File: src/rtl/pipeline_skid_register_pkg.sv
// Shared definitions for the pipeline register stages: state encoding and
// the default datapath width.
package pipeline_skid_register_pkg;

    typedef enum logic [1:0] {
        ST_EMPTY = 2'b00,
        ST_BUSY  = 2'b01,
        ST_FULL  = 2'b10
    } pipe_state_e;

    localparam int DATA_WIDTH_DEFAULT = 32;

endpackage

File: src/rtl/pipeline_data_register.sv
// WIDTH-bit data register with load enable and asynchronous active-high
// clear; used for both the main and skid entries of the pipeline register.
module pipeline_data_register #(
    parameter int WIDTH = 32
) (
    input  logic             clk,
    input  logic             rst,
    input  logic             load_en,
    input  logic [WIDTH-1:0] data_in,
    output logic [WIDTH-1:0] data_out
);

    logic [WIDTH-1:0] data_q;
    logic [WIDTH-1:0] data_d;

    always_comb begin
        data_d = data_q;
        if (load_en) begin
            data_d = data_in;
        end
    end

    always_ff @(posedge clk or posedge rst) begin
        if (rst) begin
            data_q <= '0;
        end else begin
            data_q <= data_d;
        end
    end

    assign data_out = data_q;

endmodule

File: src/rtl/pipeline_skid_register.sv
// Two-entry valid/ready pipeline register with registered InReady/OutValid
// and a synchronous flush for redirects.
//
//   state | meaning
//   EMPTY | nothing held; OutValid=0, InReady=1
//   BUSY  | main entry holds one word; OutValid=1, InReady=1
//   FULL  | main and skid entries hold words; OutValid=1, InReady=0
module pipeline_skid_register
    import pipeline_skid_register_pkg::*;
#(
    parameter int WIDTH = DATA_WIDTH_DEFAULT
) (
    input  logic             CLK,
    input  logic             Reset,
    input  logic             Flush,
    input  logic             InValid,
    output logic             InReady,
    input  logic [WIDTH-1:0] InData,
    output logic             OutValid,
    input  logic             OutReady,
    output logic [WIDTH-1:0] OutData
);

    pipe_state_e      state_q;
    pipe_state_e      state_d;
    logic             out_valid_q;
    logic             out_valid_d;
    logic             in_ready_q;
    logic             in_ready_d;

    logic             in_xfer;
    logic             out_xfer;
    logic             main_load;
    logic             skid_load;
    logic             main_from_skid;
    logic [WIDTH-1:0] main_in;
    logic [WIDTH-1:0] skid_data;

    assign in_xfer  = InValid && in_ready_q;
    assign out_xfer = out_valid_q && OutReady;

    always_comb begin
        state_d        = state_q;
        main_load      = 1'b0;
        skid_load      = 1'b0;
        main_from_skid = 1'b0;

        case (state_q)
            ST_EMPTY: begin
                if (in_xfer) begin
                    state_d   = ST_BUSY;
                    main_load = 1'b1;
                end
            end
            ST_BUSY: begin
                if (in_xfer && out_xfer) begin
                    main_load = 1'b1;
                end else if (in_xfer) begin
                    state_d   = ST_FULL;
                    skid_load = 1'b1;
                end else if (out_xfer) begin
                    state_d = ST_EMPTY;
                end
            end
            ST_FULL: begin
                if (out_xfer) begin
                    state_d        = ST_BUSY;
                    main_load      = 1'b1;
                    main_from_skid = 1'b1;
                end
            end
            default: begin
                state_d = ST_EMPTY;
            end
        endcase

        // Flush drops every transfer of this cycle; data contents become don't-care.
        if (Flush) begin
            state_d        = ST_EMPTY;
            main_load      = 1'b0;
            skid_load      = 1'b0;
            main_from_skid = 1'b0;
        end

        out_valid_d = (state_d != ST_EMPTY);
        in_ready_d  = (state_d != ST_FULL);
    end

    always_ff @(posedge CLK or posedge Reset) begin
        if (Reset) begin
            state_q     <= ST_EMPTY;
            out_valid_q <= 1'b0;
            in_ready_q  <= 1'b1;
        end else begin
            state_q     <= state_d;
            out_valid_q <= out_valid_d;
            in_ready_q  <= in_ready_d;
        end
    end

    assign main_in = main_from_skid ? skid_data : InData;

    pipeline_data_register #(
        .WIDTH (WIDTH)
    ) u_main_entry (
        .clk      (CLK),
        .rst      (Reset),
        .load_en  (main_load),
        .data_in  (main_in),
        .data_out (OutData)
    );

    pipeline_data_register #(
        .WIDTH (WIDTH)
    ) u_skid_entry (
        .clk      (CLK),
        .rst      (Reset),
        .load_en  (skid_load),
        .data_in  (InData),
        .data_out (skid_data)
    );

    assign OutValid = out_valid_q;
    assign InReady  = in_ready_q;

endmodule

File: config.mk
export PLATFORM = sky130hd
export DESIGN_NAME = pipeline_skid_register
export DESIGN_NICKNAME = d
export VERILOG_FILES = /design/src/rtl/pipeline_skid_register_pkg.sv /design/src/rtl/pipeline_data_register.sv /design/src/rtl/pipeline_skid_register.sv
export SDC_FILE = /design/constraint.sdc
export NUM_CORES = 1
export LEC_CHECK = 0
export ABC_AREA = 1
export CORE_ASPECT_RATIO = 0.5
export CORE_MARGIN = 4
export CORE_UTILIZATION = 34
export CTS_BUF_LIST = sky130_fd_sc_hd__clkbuf_4 sky130_fd_sc_hd__clkbuf_8
export CTS_CLUSTER_SIZE = 16
export DETAILED_ROUTE_END_ITERATION = 16
export SLEW_MARGIN = 20
export SYNTH_ARGS = -nofsm -noshare
export SYNTH_HDL_FRONTEND = slang
export SYNTH_SLANG_ARGS = --single-unit
File: constraint.sdc
create_clock -name CLK -period 3.7 [get_ports CLK]
set_input_delay 0.555 -clock CLK [delete_from_list [all_inputs] [get_ports CLK]]
set_output_delay 0.555 -clock CLK [all_outputs]
set_load 0.02 [all_outputs]
Word-level counts from Yosys, hierarchy flattened
Cells that the tools add are included.

Bits in registers: 68. Bits of input ports: 37. Word-level logic and storage cells: 31.

Equality and inequality tests: 3. Multiplexer cells: 18. Reductions and logical operators: 5.

Operators with widths (count): $mux W32 (1); $mux W2 (6); $mux W1 (9); $pmux W2 S3 (1); $logic_and A1 B1 Y1 (3); $pmux W1 S3 (1); $eq A2 B1 Y1 const B (1); $eq A2 B2 Y1 const B (1); $logic_not A2 Y1 (1); $ne A2 B2 Y1 const B (1); $reduce_bool A2 Y1 (1).

Longest topological paths before layout
Depth after elaboration: 7. Gate-level depth with buffers: 9. Mapped depth without buffers: 8.

Modules after synthesis
A second synthesis with hierarchy kept.

Cell total of the unflattened synthesis: 418. Area total of the unflattened synthesis: 3304.4 sq um.

Modules (own cells, without submodules): pipeline_data_register (times used 2, cells an instance 137, area an instance 1296.2 sq um); pipeline_skid_register (times used 1, cells an instance 144, area an instance 711.9 sq um).

Least setup slack after synthesis
Ideal clock, no wire load.

Path kind: reg2reg. Start: register in_ready_q, in the netlist InReady. End: register u_skid_entry.data_q[0], in the netlist u_skid_entry.data_out[0]. Arrival: 1261 ps. Setup slack: 2322 ps. Cell stages (with the launch flop): 9. Path buffers: 1. Period minus slack after synthesis: 1378 ps. Cells stage by stage: dfstp_2 > nand2_1 > inv_1 > nand2_1 > nor2_4 > inv_2 > buf_6 > nand2_1 > nand2_1.

Word-level cells in the longest chain between the ends: 5. Elaborated cells on any way between the ends: 6. Those cells by class: mux: 4; reduce/logical: 2.

Ends and longest elaborated chain: start, declared (RTL line pipeline_skid_register.sv:28) `logic in_ready_q;`; start signal, assigned (RTL line pipeline_skid_register.sv:97) `in_ready_q <= in_ready_d;`; $logic_and A1 B1 Y1 * (RTL line pipeline_skid_register.sv:39) `assign in_xfer = InValid && in_ready_q;`; $mux W1 or $logic_and A1 B1 Y1 (tied branches) (RTL line pipeline_skid_register.sv:58, pipeline_skid_register.sv:56); $mux W1 * (RTL line pipeline_skid_register.sv:56) `if (in_xfer && out_xfer) begin`; $mux W1 * (RTL line pipeline_skid_register.sv:48) `case (state_q)`; $mux W1 * (RTL line pipeline_skid_register.sv:78) `if (Flush) begin`; end signal, assigned (RTL line pipeline_data_register.sv:27) `data_q <= data_d;`; end, declared (RTL line pipeline_data_register.sv:13) `logic [WIDTH-1:0] data_q;`.

Mark *: on every way between the ends. The rest lies on a longest branch, timed or not. A chain may end at the register's enable or synchronous reset.

Worst setup path after layout
Start: input port Flush. End: register u_main_entry.data_q[12], in the netlist u_main_entry.data_out[12].

Word-level cells in the longest chain between the ends: 2. Elaborated cells on any way between the ends: 3. Those cells by class: mux: 3.

Ends and longest elaborated chain: start, declared (RTL line pipeline_skid_register.sv:15) `input logic Flush,`; $mux W1 (RTL line pipeline_skid_register.sv:78); $mux W32 (RTL line pipeline_skid_register.sv:101) `assign main_in = main_from_skid ? skid_data : InData;`; end signal, assigned (RTL line pipeline_data_register.sv:27); end, declared (RTL line pipeline_data_register.sv:13).

Parallel ways exist; a longest one is shown, timed or not.

==> impl_metrics.yaml <==
hold_path:
  holdPathStages: 2
  hp-class: "flop to flop"
  min_from: "u_skid_entry.data_out[19]"
  hold_path_end: "u_skid_entry.data_out[19]"
route:
  drt_drc_violations_left: 0
  drt_iter0_drc: 143
  num_vias: 2667
  dr.pass1.iters: 4
  wl_per_cell_um: 12.8
  wl_mm: 7.67
  vias_per_cell: 4.46
  antenna_left: 0
worst_setup_path:
  crit_arrival_ps: 2610
  critical_path.max_stage_delay_ps: 510
  reg2reg_from: "InReady"
  critPathKind: "input pin to flop"
  cp_data_required_time_ps: 3990
  cp_num_buf_inv: 4
  crit_path_end_kind: "flop"
  r2r_cells: 8
  path_cells: "clkdlybuf4s50_1 -> inv_2 -> nand2_1 -> inv_2 -> nand2_2 -> inv_2 -> nand2_1 -> nand2_1"
  r2r-end: "u_main_entry.data_out[12]"
  crit_fanout: 36
  cp_top_family: "buffers and inverters"
  regToRegSetupSlack_ps: 1880
  crit_slowest_cell: "inv_2"
  worstSetupStartpointType: "input pin"
pwr:
  p_sw_w: 0.000843
  power_leakage_nw: 2.14
  power_frac_seq_pct: 46.2
  power_frac_clock_pct: 23.9
  p_comb_share_pct: 29.9
  p_per_area_mw_per_mm2: 619
  p_int_w: 0.00166
  sw_frac_of_total_pct: 33.7
  power_w: 0.00250
  ir_worst_vdd_mv: 0.192
clocking:
  cts_buffer_depth: 2
  cts_tree: "yes"
  hold_buffers: 0
  cts_resized: 0
  numCtsBuffers: 9
  clock_sinks: 68
  clock_latency_ps: 350
  root_buffer: "clkbuf_8"
  cts_setup_buffers: 0
  htree_levels: 3
  cts.clk_slew.worst_paths_ps: 70
run:
  drv_cap: 0
logic_synthesis:
  yosysSeqAreaShare_pct: 54.7
  ys_types: 16
  ys_ff_latch: 68
  syn_area_per_cell_um2: 7.58
  synth_top_area_cell: "dfrtp_1"
  syn-num-nets: 448
  synth_top_area_share_pct: 53.8
  syn_inst: 411
  ys_top_cells_by_area: "dfrtp_1 54%, nand2_1 32%, nand3_1 5.5%"
  ys_warn_count: 0
  synth.cell_area_mm2: 0.00312
sta:
  max_freq_mhz: 431
  setup_viol_count_final: 0
  hold_viol_final: 0
  final.min_clock_period_ps: 2320
  rsz0062_at_grt: "false"
  slew_headroom_pct: 41.5
  fin_worst_skew_ps: 4.96
  period_share_pct: 62.7
  fin_setup_tns_ps: 0
  worst_pin_slew_ps: 878
  slew_violations: 0
cells_and_area:
  multi_input_area_mm2: 0.00123
  fin_cells: 598
  fillers: 881
  synthToLayoutAreaGrowth_pct: 30.0
  register_area_mm2: 0.00170
  drive_gt1_share_pct: 7.07
  finalNetCount: 513
  n_antenna_cell: 0
global_route:
  grt.total_usage_pct: 15.0
  gr-total-overflow: 0
  grt_max_degree: 69
  antenna_found_initial: 0
  grt_first_pass_wirelength_mm: 12.8
  grt_pass1_vias: 2641
die:
  core_area_mm2: 0.00880
  dieArea_mm2: 0.0109
  dieWidth_um: 143
  initial_core_util_pct: 35.4
  io_pins: 71
  die_y_um: 75.7
  num_rows: 24
placement:
  hpwl_mm: 4.79
  dp_cells: 582
  io_buffers: 70
  gp_congestion: 0.721
status:
  outcome: "finished, final reports clean"
placed cells by master, fill, tap and decap left out:
master             n
nand2_1          268
clkdlybuf4s50_1   70
dfrtp_1           67
nand3_1           34
clkbuf_8           9
inv_2              8
buf_4              5
inv_1              3
clkinvlp_4         3
clkinv_2           3
nor2_2             2
nor2_1             2
a21oi_1            2
dfstp_2            1
nor2_4             1
nand2_2            1
o21ai_0            1
bufinv_16          1
through the flow:
stage,setup WS (ps),cell area (µm²),hold slack (ps),util (%)
after detailed placement,1030,3860,459,43.8
after CTS,1390,4050,476,46.0
after global placement,1060,3860,453,43.8
after floorplan,1440,3120,443,-
after global routing,1190,4050,492,46.0
final,1380,4050,476,46.0
synthesized netlist by cell type:
cell type,number
nand3_1,34
buf_6,3
inv_2,7
a21oi_1,2
nand2_2,1
dfstp_2,1
dfrtp_1,67
inv_1,4
nor2_2,2
o21ai_0,1
nand2_1,268
nor2_4,1
clkbuf_1,3
buf_2,6
buf_4,9
nor2_1,2
area by class of cell:
type                       instances  area share, %
clock buffer                       9           3.06
inverter                          11           1.02
multi-input combinational        311           30.3
sequential                        68           42.1
timing repair buffer              75           18.2
clock inverter                     7           1.67
tap                              117           3.62
metal layers:
metal	GRT usage [%]	wire [µm]	part of all wire [%]	vias up
li1	-	-	-	1381
met1	19.4	3670	48	1231
met2	25.5	3480	45	51
met3	4.64	482	6.3	4
met4	3.13	34	0.44	0
met5	0	0	0	-
worst reg2reg max path, stage by stage (launching register included):
cell and delay [ps]:
dfstp_2 530, nand2_1 60, inv_1 70, nand2_1 100, nand2_1 110, nand2_2 170, inv_2 510, nand2_1 150
nand2_1 80
power groups by stage:
stage	registers (W)	logic, W	clock network [W]
after floorplan	0.00128	0.000296	0
after global placement	0.00117	0.000748	0
after detailed placement	0.00117	0.000761	0
after CTS	0.00116	0.000763	0.000614
after global routing	0.00119	0.000846	0.000650
final	0.00116	0.000749	0.000598
worst max path at each step:
stage / startpoint / end / cells past startpoint / slack [ps]
floorplan: Reset / OutValid / 1 / 1440
global placement: Flush / u_main_entry.data_out[13] / 8 / 1060
detailed placement: Flush / u_main_entry.data_out[25] / 8 / 1030
CTS: Flush / u_main_entry.data_out[25] / 8 / 1390
global route: Flush / u_main_entry.data_out[31] / 8 / 1190
finish: Flush / u_main_entry.data_out[12] / 8 / 1380
logic make-up (layout without fill, tap and decap cells):
family / after synthesis / count (layout) / share of synthesized area (%)
flip-flops: 68 / 68 / 54.7
AO/OA/AOI/OAI: 3 / 3 / 0.482
AND/OR/NAND/NOR: 308 / 308 / 39.0
buffers and inverters: 32 / 102 / 5.90
state kept, by name, summed over array words and instances, names as in the netlist:
register,cells
u_main_entry.data_out,32
u_skid_entry.data_out,32
state_q,2
InReady,1
OutValid,1
No activity file was read; power rests on OpenSTA's default activity.
